[src/rtl/pixel_mixer.sv]
// pixel_mixer: registered RGB output stage for the video path.
//
// Composites up to LAYERS sprite/wall layers over a background by fixed
// priority (layer 0 wins), blanks outside the visible area, substitutes a
// flash colour on layer 0 during alternate frames of a "hit flash", and
// delays hsync/vsync through the same PIPE-stage pipeline as the colour so
// that rgb and sync stay aligned at the pins.
//
// Ports:
//   clk          system clock
//   reset        synchronous, active-low reset
//   p_tick       pixel enable; pipeline and frame detection advance only here
//   video_on     visible-area flag
//   hsync_in     raw horizontal sync
//   vsync_in     raw vertical sync
//   layer_rgb    packed layer colours, layer i at [i*RGB_W +: RGB_W]
//   layer_on     per-layer pixel-hit flags
//   bg_rgb       background colour
//   flash_req    start/restart a flash (any clk edge)
//   flash_rgb    colour shown on layer 0 during flash-on frames
//   hsync/vsync  delayed syncs
//   rgb          composited, delayed pixel
//   flash_active high while a flash is in progress
//
// Flash FSM states:
//   state    | meaning
//   ST_IDLE  | no flash; layer 0 shown normally
//   ST_FLASH | flash running; phase 0 frames show flash_rgb on layer 0

module pixel_mixer #(
  parameter int unsigned RGB_W        = 3,
  parameter int unsigned LAYERS       = 4,
  parameter int unsigned PIPE         = 1,
  parameter int unsigned FLASH_FRAMES = 8,
  parameter bit          SYNC_IDLE    = 1'b1
) (
  input  logic                       clk,
  input  logic                       reset,
  input  logic                       p_tick,
  input  logic                       video_on,
  input  logic                       hsync_in,
  input  logic                       vsync_in,
  input  logic [LAYERS*RGB_W-1:0]    layer_rgb,
  input  logic [LAYERS-1:0]          layer_on,
  input  logic [RGB_W-1:0]           bg_rgb,
  input  logic                       flash_req,
  input  logic [RGB_W-1:0]           flash_rgb,
  output logic                       hsync,
  output logic                       vsync,
  output logic [RGB_W-1:0]           rgb,
  output logic                       flash_active
);

  localparam logic [7:0] LAST_FRAME = 8'(FLASH_FRAMES - 1);

  typedef enum logic {
    ST_IDLE  = 1'b0,
    ST_FLASH = 1'b1
  } state_t;

  state_t     state_q, state_d;
  logic [7:0] cnt_q, cnt_d;
  logic       phase_q, phase_d;
  logic       vs_prev_q;
  logic       frame_edge;

  logic [RGB_W-1:0] pix_sel;
  logic [RGB_W-1:0] pix;

  logic [RGB_W-1:0] rgb_pipe [PIPE];
  logic [PIPE-1:0]  hs_pipe;
  logic [PIPE-1:0]  vs_pipe;

  // Frame boundary = vsync moving from idle to asserted on a pixel tick.
  assign frame_edge = p_tick && (vs_prev_q == SYNC_IDLE) && (vsync_in != SYNC_IDLE);

  assign flash_active = (state_q == ST_FLASH);

  // Fixed priority scan: walking from the top index down lets the lowest
  // asserted index overwrite everything above it.
  always_comb begin
    pix_sel = bg_rgb;
    for (int i = LAYERS - 1; i >= 0; i--) begin
      if (layer_on[i]) begin
        pix_sel = layer_rgb[i*RGB_W +: RGB_W];
      end
    end
  end

  always_comb begin
    pix = '0;
    if (video_on) begin
      if (flash_active && layer_on[0] && !phase_q) begin
        pix = flash_rgb;
      end else begin
        pix = pix_sel;
      end
    end
  end

  always_ff @(posedge clk) begin
    if (!reset) begin
      state_q   <= ST_IDLE;
      cnt_q     <= '0;
      phase_q   <= 1'b0;
      vs_prev_q <= SYNC_IDLE;
    end else begin
      state_q <= state_d;
      cnt_q   <= cnt_d;
      phase_q <= phase_d;
      if (p_tick) begin
        vs_prev_q <= vsync_in;
      end
    end
  end

  // A request always restarts the flash, even on a boundary cycle.
  always_comb begin
    state_d = state_q;
    cnt_d   = cnt_q;
    phase_d = phase_q;
    case (state_q)
      ST_IDLE: begin
        if (flash_req) begin
          state_d = ST_FLASH;
          cnt_d   = '0;
          phase_d = 1'b0;
        end
      end
      ST_FLASH: begin
        if (flash_req) begin
          cnt_d   = '0;
          phase_d = 1'b0;
        end else if (frame_edge) begin
          if (cnt_q == LAST_FRAME) begin
            state_d = ST_IDLE;
            cnt_d   = '0;
            phase_d = 1'b0;
          end else begin
            cnt_d   = cnt_q + 8'd1;
            phase_d = ~phase_q;
          end
        end
      end
      default: begin
        state_d = ST_IDLE;
        cnt_d   = '0;
        phase_d = 1'b0;
      end
    endcase
  end

  always_ff @(posedge clk) begin
    if (!reset) begin
      for (int i = 0; i < PIPE; i++) begin
        rgb_pipe[i] <= '0;
      end
      hs_pipe <= {PIPE{SYNC_IDLE}};
      vs_pipe <= {PIPE{SYNC_IDLE}};
    end else if (p_tick) begin
      rgb_pipe[0] <= pix;
      hs_pipe[0]  <= hsync_in;
      vs_pipe[0]  <= vsync_in;
      for (int i = 1; i < PIPE; i++) begin
        rgb_pipe[i] <= rgb_pipe[i-1];
        hs_pipe[i]  <= hs_pipe[i-1];
        vs_pipe[i]  <= vs_pipe[i-1];
      end
    end
  end

  assign rgb   = rgb_pipe[PIPE-1];
  assign hsync = hs_pipe[PIPE-1];
  assign vsync = vs_pipe[PIPE-1];

endmodule

[config.mk]
export PLATFORM = sky130hd
export DESIGN_NAME = pixel_mixer
export DESIGN_NICKNAME = d
export VERILOG_FILES = /design/src/rtl/pixel_mixer.sv
export SDC_FILE = /design/constraint.sdc
export NUM_CORES = 1
export LEC_CHECK = 0
export CORE_MARGIN = 10
export CORE_UTILIZATION = 38
export DETAILED_ROUTE_END_ITERATION = 10
export PLACE_DENSITY = 0.74
export SLEW_MARGIN = 15
export SYNTH_ARGS = -nofsm -noshare
export SYNTH_HDL_FRONTEND = slang
export SYNTH_SLANG_ARGS = --single-unit
[constraint.sdc]
create_clock -name clk -period 1.5 [get_ports clk]
set_input_delay 0.45 -clock clk [delete_from_list [all_inputs] [get_ports clk]]
set_output_delay 0.45 -clock clk [all_outputs]
set_load 0.005 [all_outputs]
== Word level (Yosys, flattened, before mapping) ==
Memory sizes are Yosys's and may differ from the RTL's.
Index checks and enable logic that the tools add are counted.

* Register bits: 12
* Latch bits: 0
* RAM bits: 3
* ROM bits: 0
* Input port bits: 29
* Memories kept: 1

* Add/subtract/negate cells: 1
* $mul: 0
* Div/mod/pow operators: 0
* Order comparisons: 0
* Equal/unequal tests: 3
* Shift-type cells: 0
* Mux-type cells: 27
* Bitwise logic cells: 3
* Reduce and logical (&&, ||, !) cells: 7

{| class="wikitable"
|+ Memory list
! memory !! depth !! bits a word !! read ports !! clocked after memory_dff !! wr ports !! line !! text
|-
| rgb_pipe || 1 || 3 || 1 || 0 || 1 || 70 || <nowiki>logic [RGB_W-1:0] rgb_pipe [PIPE];</nowiki>
|}

{| class="wikitable"
|+ Operators with widths
! kind !! number
|-
| $mux 8 || 4
|-
| $mux 3 || 7
|-
| $pmux 8 s2 || 1
|-
| $mux 1 || 13
|-
| $add 8x1->8 const B || 1
|-
| $eq 8x3->1 const B || 1
|-
| $logic_and 1x1->1 || 4
|-
| $pmux 1 s2 || 2
|-
| $ne 3x2->1 const B || 1
|-
| $not 1->1 || 3
|-
| $reduce_or 3->1 || 1
|-
| $ne 2x2->1 const B || 1
|-
| $reduce_and 2->1 || 1
|-
| $logic_not 1->1 || 1
|}

== Longest topological paths before layout ==
* Depth after elaboration: 7
* Depth in mapped cells: 5
* Mapped depth without buffers: 5

== Least setup slack after synthesis ==
Ideal clock, no wire load.

* Kind: input-to-reg
* Start point: input port p_tick
* End point: register cnt_q[3]
* Library setup time: 62 ps
* Arrival time: 1485 ps
* Required time: 1438 ps
* Setup slack: -48 ps
* Stages on the path: 5
* Cells stage by stage: buf_2 -> and4b_1 -> nor2_1 -> or4b_1 -> nand3_1

* Longest elaborated chain between the ends: 4

{| class="wikitable"
|+ RTL lines
! element !! line !! text
|-
| start: declaration || 39 || <nowiki>input logic p_tick,</nowiki>
|-
| $logic_and 1x1->1 (2 in a row) || 75 || <nowiki>assign frame_edge = p_tick && (vs_prev_q == SYNC_IDLE) && (vsync_in != SYNC_IDLE);</nowiki>
|-
| $ne 3x2->1 (no source line) || - ||
|-
| $reduce_and 2->1 (no source line) || - ||
|-
| end signal: assignment || 109 || <nowiki>cnt_q <= cnt_d;</nowiki>
|-
| end: declaration || 62 || <nowiki>logic [7:0] cnt_q, cnt_d;</nowiki>
|}

No other way between the ends.
A chain may end at the register's enable or synchronous reset.

== Worst setup path after layout ==
* Start point: input port bg_rgb[0]
* End point: memory rgb_pipe[0][0] (data pin)

* Longest elaborated chain between the ends: 7

{| class="wikitable"
|+ RTL lines
! element !! line !! text
|-
| start: declaration || 45 || <nowiki>input logic [RGB_W-1:0] bg_rgb,</nowiki>
|-
| $mux 3 (4 in a row) || 84 || <nowiki>if (layer_on[i]) begin</nowiki>
|-
| $mux 3 || 93 || <nowiki>if (flash_active && layer_on[0] && !phase_q) begin</nowiki>
|-
| $mux 3 || 92 || <nowiki>if (video_on) begin</nowiki>
|-
| $mux 3 (no source line) || - ||
|-
| end: declaration || 70 ||
|}

No other way between the ends.

==> out/metrics.yaml <==
floorplan:
  core_area_um2: 2230
  die_w_um: 68.6
  rows: 17
  initial_utilization: 0.402
  die-area_um2: 4700
  chipHeight_um: 68.6
  ioPinCount: 35
sta:
  worst_slew_pin_slew_ps: 243
  worst_slack_ps: 10.2
  fmax_ghz: 0.671
  fin_crit_sh: 0.993
  fin_crit_ps: 1490
  setup_viol: 0
  max_slew_margin: 0.837
  finClkSkew_ps: 4.64
  rsz0062_at_grt: "true"
  finalHoldViolCount: 0
  slew_viol_final: 0
clock_network:
  clock_path_buffers: 2
  clk_root_buffer_cell: "clkbuf_4"
  clk_pin_slew_ps: 90
  cts_tree: "done"
  worstSkewPairLatency_ps: 290
  cts_num_sinks: 15
  cts_buffers: 3
  holdBufCountCts: 0
  htreeDepth: 1
yosys:
  synthesis.area_per_instance_um2: 9.54
  synth_mux_area_frac: 0.149
  yosysWarningCount: 0
  synth-adder-area-share: 0.0279
  synthXorXnorAreaFrac: 0.0195
  synth_area_leaders: "dfxtp_1, mux2i_1, edfxtp_1, and3_1, nand2_1"
  synth-async-reset-ratio: 0
  synth_compound_area_frac: 0.131
  synth-simple-area-share: 0.286
  synth-seq-cells: 15
  ys_seq_area_frac: 0.368
  synth.net_count: 125
  synthFlopType: "dfxtp_1"
  synth_top_area_share: 0.268
  synth_edf_count: 3
  yosys.cell_types.count: 36
  post-synth-top-area-cell: "dfxtp_1"
  syn_inst: 94
  synth_top_family_by_area: "simple AND/OR/NAND/NOR gates"
  netlist_area_um2: 897
layout:
  fin_cells: 175
  drive_gt1_frac: 0.245
  antennaDiodeCount: 0
  syn_to_final_growth_pct: 60.1
  nets: 179
place:
  port_buffers: 34
  place_hpwl_mm: 2.21
  dp_slack_ps: -519
  placedCellCount: 169
  gp_congestion: 0.883
detailed_routing:
  wl_per_cell_um: 15.6
  vias: 890
  drc: 0
  routed_wl_mm: 2.73
  drt_iter0_drc: 24
  ant_nets: 0
  dr.pass1.iters: 4
  viasPerCell: 5.09
flow_run:
  drv_cap: 0
setup_path:
  worstPathRequired_ps: 1550
  ff2ff_setup_slack_ps: 40
  worstSetupPathType: "input pin to register"
  worstSetupStartpoint: "bg_rgb[0]"
  rr_startpoint: "cnt_q[0]"
  cp-start-kind: "input pin"
  critPathCaptureType: "register"
  cp_max_fo: 1
  crit_arrival_ps: 1540
global_route:
  grt_max_degree: 15
  antenna_found_initial: 0
  grt_pass1_wl_mm: 4.39
  grt_overflow_total: 0
  grt_use_total: 0.125
  grt_pass1_vias: 917
status:
  status: "completed"
power:
  p_per_area_nw_per_um2: 598
  p_leak_nw: 0.614
  ir_worst_vdd_mv: 0.546
hold_path:
  worstHoldPathType: "register to register"
  worstHoldStart: "hsync"
-- cell type report --
type / count / area [um^2]
repair buffers: 51 / 454
inverters: 2 / 7.51
multi-input cells: 75 / 578
fillers: 186 / 797
clock buffers: 4 / 26.3
flip-flops and latches: 15 / 335
well taps: 28 / 35.0
-- power breakdown --
part / switching [W] / internal, W / leakage [nW]
sequential: 0.00000636 / 0.000423 / 0.132
clock: 0.000130 / 0.000103 / 0.0150
combinational: 0.0000720 / 0.000125 / 0.468
total: 0.000208 / 0.000651 / 0.614
-- synthesized netlist by cell type, types with 2 or more instances --
library cell,count
o21ai_0,3
nor2b_1,4
inv_1,2
xor2_1,2
nor2_1,4
edfxtp_1,3
dfxtp_1,12
nand4_1,2
ha_1,2
and3_1,6
nand3_1,5
nand2_1,9
a21oi_1,4
mux2_2,3
mux2i_1,10
nand4b_1,3
-- repair_timing --
| item | in CTS | in global routing |
|---|---|---|
| cloned | 0 | 0 |
| buffers inserted | 2 | 0 |
| resized for setup | 13 | 6 |
| setup endpoints to repair | 14 | 4 |
| pin swaps | 2 | 0 |
-- path summary, 6_finish.rpt --
check                           depth (start not counted)        endpoint
worst min register to register                          2           hsync
worst min-delay path                                    2           hsync
worst max register to register                          5        cnt_q[3]
worst max-delay path                                    5  rgb_pipe[0][0]
-- registers in the layout (all words and copies together), names as in the netlist --
name          count
vsync             1
flash_active      1
rgb_pipe          3
phase_q           1
hsync             1
cnt_q             8
-- logic make-up (layout without fill, tap and decap cells) --
family | after synthesis | in the layout
adder cells (fa/ha/maj) | 2 | 2
AO/OA/AOI/OAI | 16 | 16
AND/OR/NAND/NOR | 42 | 42
XOR/XNOR | 2 | 2
multiplexers | 13 | 13
flip-flops | 15 | 15
buffers and inverters | 4 | 57
-- metal layers --
layer	track usage	wire length, um	up-vias
met2	0.238	1580	14
met3	0.0354	82	4
met4	0.0452	28	0
met5	0	0	-
li1	-	-	452
met1	0.125	1030	420
-- stage by stage --
stage / instance area, um^2 / total power (W) / TNS (ps) / hold slack [ps] / utilization
5_1_grt: 1440 / 0.000910 / -41.4 / 518 / 0.643
2_1_floorplan: 915 / 0.000507 / 0 / 466 / -
6_report: 1440 / 0.000860 / 0 / 489 / 0.643
3_5_place_dp: 1390 / 0.000643 / -4620 / 469 / 0.621
4_1_cts: 1420 / 0.000865 / 0 / 491 / 0.635
3_3_place_gp: 1390 / 0.000636 / -3980 / 454 / 0.621
-- layout by cell type, fill, tap and decap left out, types with 2 or more instances in the layout --
cell / n
nand3_1: 5
nor2_1: 3
nand4_1: 2
and3_1: 6
nor2b_1: 4
dfxtp_2: 4
mux2_2: 3
nand2_1: 9
dlygate4sd2_1: 11
clkbuf_4: 3
dfxtp_1: 8
inv_1: 2
o21ai_1: 3
clkdlybuf4s50_1: 23
mux2i_1: 10
buf_4: 17
a21oi_1: 4
xor2_1: 2
nand4b_1: 3
edfxtp_1: 3
-- critical path, stage by stage --
cell and delay, ps:
clkdlybuf4s50_1 400, mux2_2 270, mux2i_1 160, o21ai_1 90
and3_1 170
Power figures use the tool's default switching activity.
